--- src/rtl/alu_share_arbiter.sv ---
// Two-requester front end for a single shared combinational ALU.
// Arbitrates, issues one registered op per transaction, holds the response and the NZCV flags.
module alu_share_arbiter #(
  parameter int DATA_W  = 32,
  parameter int PRIO_RR = 1
) (
  input  logic              clk,
  input  logic              rst,

  input  logic              req0_valid,
  output logic              req0_ready,
  input  logic [3:0]        req0_op,
  input  logic [DATA_W-1:0] req0_a,
  input  logic [DATA_W-1:0] req0_b,
  input  logic              req0_setflags,

  input  logic              req1_valid,
  output logic              req1_ready,
  input  logic [3:0]        req1_op,
  input  logic [DATA_W-1:0] req1_a,
  input  logic [DATA_W-1:0] req1_b,
  input  logic              req1_setflags,

  output logic              rsp0_valid,
  input  logic              rsp0_ready,
  output logic              rsp1_valid,
  input  logic              rsp1_ready,
  output logic [DATA_W-1:0] rsp_result,
  output logic [3:0]        rsp_flags,
  output logic              rsp_err,

  output logic [3:0]        alu_control,
  output logic [DATA_W-1:0] alu_a,
  output logic [DATA_W-1:0] alu_b,
  input  logic [DATA_W-1:0] alu_result,
  input  logic              alu_n,
  input  logic              alu_z,
  input  logic              alu_c,
  input  logic              alu_v,

  output logic [3:0]        flags_q,
  output logic              busy
);

  typedef enum logic [1:0] {
    IDLE = 2'd0,
    EXEC = 2'd1,
    RESP = 2'd2
  } state_t;

  state_t state_q, state_d;

  logic [3:0]        issue_op;
  logic [DATA_W-1:0] issue_a;
  logic [DATA_W-1:0] issue_b;
  logic              issue_setflags;
  logic              issue_err;
  logic              issue_id;
  logic              last_grant;

  logic              grant_valid;
  logic              grant_id;
  logic              accept;
  logic [3:0]        sel_op;
  logic [DATA_W-1:0] sel_a;
  logic [DATA_W-1:0] sel_b;
  logic              sel_setflags;
  logic              sel_legal;
  logic              rsp_taken;

  function automatic logic op_is_legal(input logic [3:0] op);
    logic legal;
    legal = 1'b0;
    case (op)
      4'd0, 4'd1, 4'd2, 4'd3, 4'd4, 4'd7, 4'd8, 4'd9, 4'd10: legal = 1'b1;
      default:                                                legal = 1'b0;
    endcase
    return legal;
  endfunction

  // With only one valid, the winner is simply the one asking; contention uses the policy.
  always_comb begin
    grant_valid = req0_valid | req1_valid;
    grant_id    = 1'b0;
    if (req0_valid && req1_valid) begin
      grant_id = (PRIO_RR != 0) ? ~last_grant : 1'b0;
    end else if (req1_valid) begin
      grant_id = 1'b1;
    end
  end

  assign accept     = (state_q == IDLE) && grant_valid;
  assign req0_ready = accept && !grant_id;
  assign req1_ready = accept &&  grant_id;

  always_comb begin
    sel_op       = grant_id ? req1_op       : req0_op;
    sel_a        = grant_id ? req1_a        : req0_a;
    sel_b        = grant_id ? req1_b        : req0_b;
    sel_setflags = grant_id ? req1_setflags : req0_setflags;
    sel_legal    = op_is_legal(sel_op);
  end

  assign rsp_taken = issue_id ? rsp1_ready : rsp0_ready;

  always_comb begin
    state_d = state_q;
    case (state_q)
      IDLE:    if (accept)    state_d = EXEC;
      EXEC:                   state_d = RESP;
      RESP:    if (rsp_taken) state_d = IDLE;
      default:                state_d = IDLE;
    endcase
  end

  always_ff @(posedge clk) begin
    if (rst) begin
      state_q <= IDLE;
    end else begin
      state_q <= state_d;
    end
  end

  // Illegal opcodes are latched as op 0 so the ALU sees a benign control word in EXEC.
  always_ff @(posedge clk) begin
    if (rst) begin
      issue_op       <= '0;
      issue_a        <= '0;
      issue_b        <= '0;
      issue_setflags <= 1'b0;
      issue_err      <= 1'b0;
      issue_id       <= 1'b0;
      last_grant     <= 1'b1;
    end else if (accept) begin
      issue_op       <= sel_legal ? sel_op : 4'd0;
      issue_a        <= sel_a;
      issue_b        <= sel_b;
      issue_setflags <= sel_setflags;
      issue_err      <= ~sel_legal;
      issue_id       <= grant_id;
      last_grant     <= grant_id;
    end
  end

  always_ff @(posedge clk) begin
    if (rst) begin
      rsp_result <= '0;
      rsp_flags  <= '0;
      rsp_err    <= 1'b0;
      flags_q    <= '0;
    end else if (state_q == EXEC) begin
      if (issue_err) begin
        rsp_result <= '0;
        rsp_flags  <= '0;
        rsp_err    <= 1'b1;
      end else begin
        rsp_result <= alu_result;
        rsp_flags  <= {alu_n, alu_z, alu_c, alu_v};
        rsp_err    <= 1'b0;
        if (issue_setflags) begin
          flags_q <= {alu_n, alu_z, alu_c, alu_v};
        end
      end
    end
  end

  assign alu_control = issue_op;
  assign alu_a       = issue_a;
  assign alu_b       = issue_b;

  assign rsp0_valid  = (state_q == RESP) && !issue_id;
  assign rsp1_valid  = (state_q == RESP) &&  issue_id;
  assign busy        = (state_q != IDLE);

endmodule

--- config.mk ---
export PLATFORM = sky130hd
export DESIGN_NAME = alu_share_arbiter
export DESIGN_NICKNAME = d
export VERILOG_FILES = /design/src/rtl/alu_share_arbiter.sv
export SDC_FILE = /design/constraint.sdc
export NUM_CORES = 1
export LEC_CHECK = 0
export CAP_MARGIN = 10
export CORE_MARGIN = 3
export CORE_UTILIZATION = 36
export DETAILED_ROUTE_END_ITERATION = 7
export GPL_TIMING_DRIVEN = 0
export PLACE_DENSITY_LB_ADDON = 0.15
export REMOVE_ABC_BUFFERS = 1
export SYNTH_ARGS = -nofsm -noshare
export SYNTH_HDL_FRONTEND = slang
export SYNTH_SLANG_ARGS = --single-unit
--- constraint.sdc ---
create_clock -name clk -period 2.93 [get_ports clk]
set_clock_uncertainty 0.05 [all_clocks]
set_input_delay 0.586 -clock clk [delete_from_list [all_inputs] [get_ports clk]]
set_output_delay 0.586 -clock clk [all_outputs]
set_load 0.01 [all_outputs]
==> results by group <==
Floorplanning
  – I/O pin count: 294
  – Die area: 0.0136 sq mm
  – Core area: 0.0117 sq mm
  – Die H: 116 um
  – Num rows: 39
  – Die W: 116 um
  – Initial Util: 37.6%

Power
  – Power Dens Cells: 581 mW/mm^2
  – Leakage: 2.95 nW
  – VDD IR-drop max: 0.352 mV
  – Final total power: 4.64 mW

CTS
  – Cts hold-fix bufs: 0
  – # clock sinks: 115
  – CTS Buf Count: 17
  – Clock root buffer: clkbuf_16
  – Clock Path Buffers: 2
  – Clk_lat worst skew: about 400 ps
  – CTS tree: done
  – Clk slew on worst S/H paths: 50 ps
  – H-tree levels: 4

Setup path
  – CP Max Fanout: 40
  – Reg-to-reg slack, setup: 790 ps
  – Setup crit start kind: input pin
  – CP endpoint kind: primary output
  – Worst EP arrival: 2120 ps
  – Register-to-Register Path Depth: 6
  – Class of the most critical setup path: input pin to primary output
  – WP data required: 2290 ps

STA
  – RSZ-0062 raised after global routing: false
  – Final Hold Viols: 0
  – Relative slew slack: 53.6%
  – Final worst slack: ~170 ps
  – Final Max Slew Viols: 0
  – Crit share post-route: between 90% and 100%
  – Final setup violation count: 0
  – F_max: 362 MHz
  – Worst Hold Margin: 399 ps
  – Tmin final: around 2800 ps
  – Slew @ Worst Pin: 695 ps

Drt
  – Iteration-0 DRC Markers: between 400 and 500
  – WL/cell: 19.1 um
  – DR pass1 iterations: 6
  – Drt drc: 0
  – Via count: roughly 4700
  – Vias/cell: 5.39
  – Antenna-violating nets left: 0
  – Final wirelength: 16.8 mm

Synthesis
  – Main area contributors after synthesis: dfxtp_1, a222oi_1, nor2_1, nor3b_1, a21oi_1
  – Sequential cell area fraction in the yosys report: ~52%
  – Warnings from Yosys: 0
  – Avg Inst Size Synth: just under 10 sq um
  – Register bit total from synthesis: 115
  – Mapped Area: 0.00439 sq mm
  – Netlist cell types: 34
  – Post-Syn Instances: 454
  – Share of the synthesized area in the top cell type: 52.4%
  – Largest area contributor in the netlist: dfxtp_1

Hold path
  – Hold path depth: 2
  – Hold crit path type: register to register

Global route
  – Total grt overflow: 0
  – Largest net degree at the start of global routing: 93
  – GRT Util Overall: a little under a quarter
  – Vias in the first global route: approximately 4600
  – First-pass GRT wire length: between 20 and 25 mm
  – Initial antenna violation count: 1

Place
  – Pre-CTS setup slack: -681 ps
  – Buffers on Ports: 293
  – Placed cells: 850
  – GPL Wtd Cong: 0.781
  – DP Area: 0.00747 sq mm
  – DPL Wire Length: roughly 12 mm

Cells and area
  – Non-filler cells, final: 880
  – Final #Nets: ~900
  – Finished Cell Area: 0.00798 sq mm
  – N_diodes: 0
  – Area growth syn-to-layout: 81.8%
  – Layout cells sized above 1: between 5 and 6%

Outcome
  – Status: completed

Flow run
  – Max-cap viol count: 0
==> final timing paths <==
path | end | start
min | alu_control[3] | alu_control[3]
min reg2reg | alu_control[3] | alu_control[3]
max | req1_ready | req1_valid
max reg2reg | alu_control[2] | last_grant
==> Yosys cell counts <==
master and count:
buf_1 3, a211oi_1 2, o21a_1 1, buf_2 11, nor2_2 1, nor3b_2 1, nand2_1 3, nand2b_1 2
a21boi_4 1, buf_6 3, o21ai_1 1, o22ai_1 1, nand3_1 1, o221a_2 1, a21oi_1 40, or4_1 1
a211o_1 1, nand3b_1 1, mux2_4 1, dfxtp_1 115, a22o_1 1, and3_1 1, o22a_1 1, clkbuf_1 30
mux2i_1 9, nor2b_1 1, and3b_1 1, ha_1 1, a222oi_1 65, nor2_1 108, mux2_1 2, inv_1 4
and2_1 2, nor3b_1 37
==> per-layer routing <==
metal / track usage (%) / up-vias / share of wire, %
met2: 40.0 / 244 / 50
met5: 0 / - / 0.060
met3: 8.96 / 38 / 10
met1: 25.4 / 2196 / 37
li1: - / 2259 / -
met4: 9.98 / 2 / 2.8
==> worst max-delay path, stage by stage <==
cell             delay [ps]
dlygate4sd2_1           330
a21boi_4                220
and2_4                  180
buf_12                  200
clkdlybuf4s50_1         570
==> cell type report <==
cell class | count | area [sq um]
tap | 143 | 179
sequential | 115 | 2300
timing repair buffer | 302 | 3110
inverter | 4 | 15.0
clock buffer | 27 | 493
fill | 912 | 3680
multi-input combinational | 289 | 1890
==> sequential cells by signal, summed over array words and instances, names as in the netlist <==
| name | flops |
|---|---|
| alu_a | 32 |
| last_grant | 1 |
| state_q | 2 |
| issue_setflags | 1 |
| rsp_result | 32 |
| rsp_err | 1 |
| flags_q | 4 |
| issue_err | 1 |
| alu_b | 32 |
| alu_control | 4 |
| rsp_flags | 4 |
| issue_id | 1 |
==> cells in the final DEF, fill, tap and decap left out, drive strengths merged, types with 4 or more instances in the layout <==
master,netlist,final
a222oi,65,65
buf,17,10
mux2i,9,9
dfxtp,115,115
clkdlybuf4s50,0,290
inv,4,4
nor2,109,109
nor3b,38,38
a21oi,40,40
clkbuf,30,27
==> cell families after synthesis <==
group	synth area share, %
and+or+nand+nor	17.8
AOI/OAI and AO/OA	21.4
DFF	52.4
buffers and inverters	5.19
muxes	2.91
adders and majority gates	0.285
==> repair_timing <==
item                                    4_1_cts  5_1_grt
endpoints found under the setup margin        2        0
buffers inserted                              2        0
resized for setup                             4        0
==> power by group <==
part | total, mW | switching, mW | internal [mW] | leakage (nW)
clock | 1.75 | 0.626 | 1.12 | 0.239
combinational | 1.11 | 0.462 | 0.644 | 1.77
sequential | 1.78 | 0.0806 | 1.70 | 0.943
total | 4.64 | 1.17 | 3.47 | 2.95
==> through the flow <==
step           utilization [%]  TNS [ps]
2_1_floorplan                -    -34680
3_3_place_gp              62.5   -251250
3_5_place_dp              64.0      -965
4_1_cts                   68.5         0
5_1_grt                   68.5         0
6_report                  68.5         0
Power figures use the tool's default switching activity.
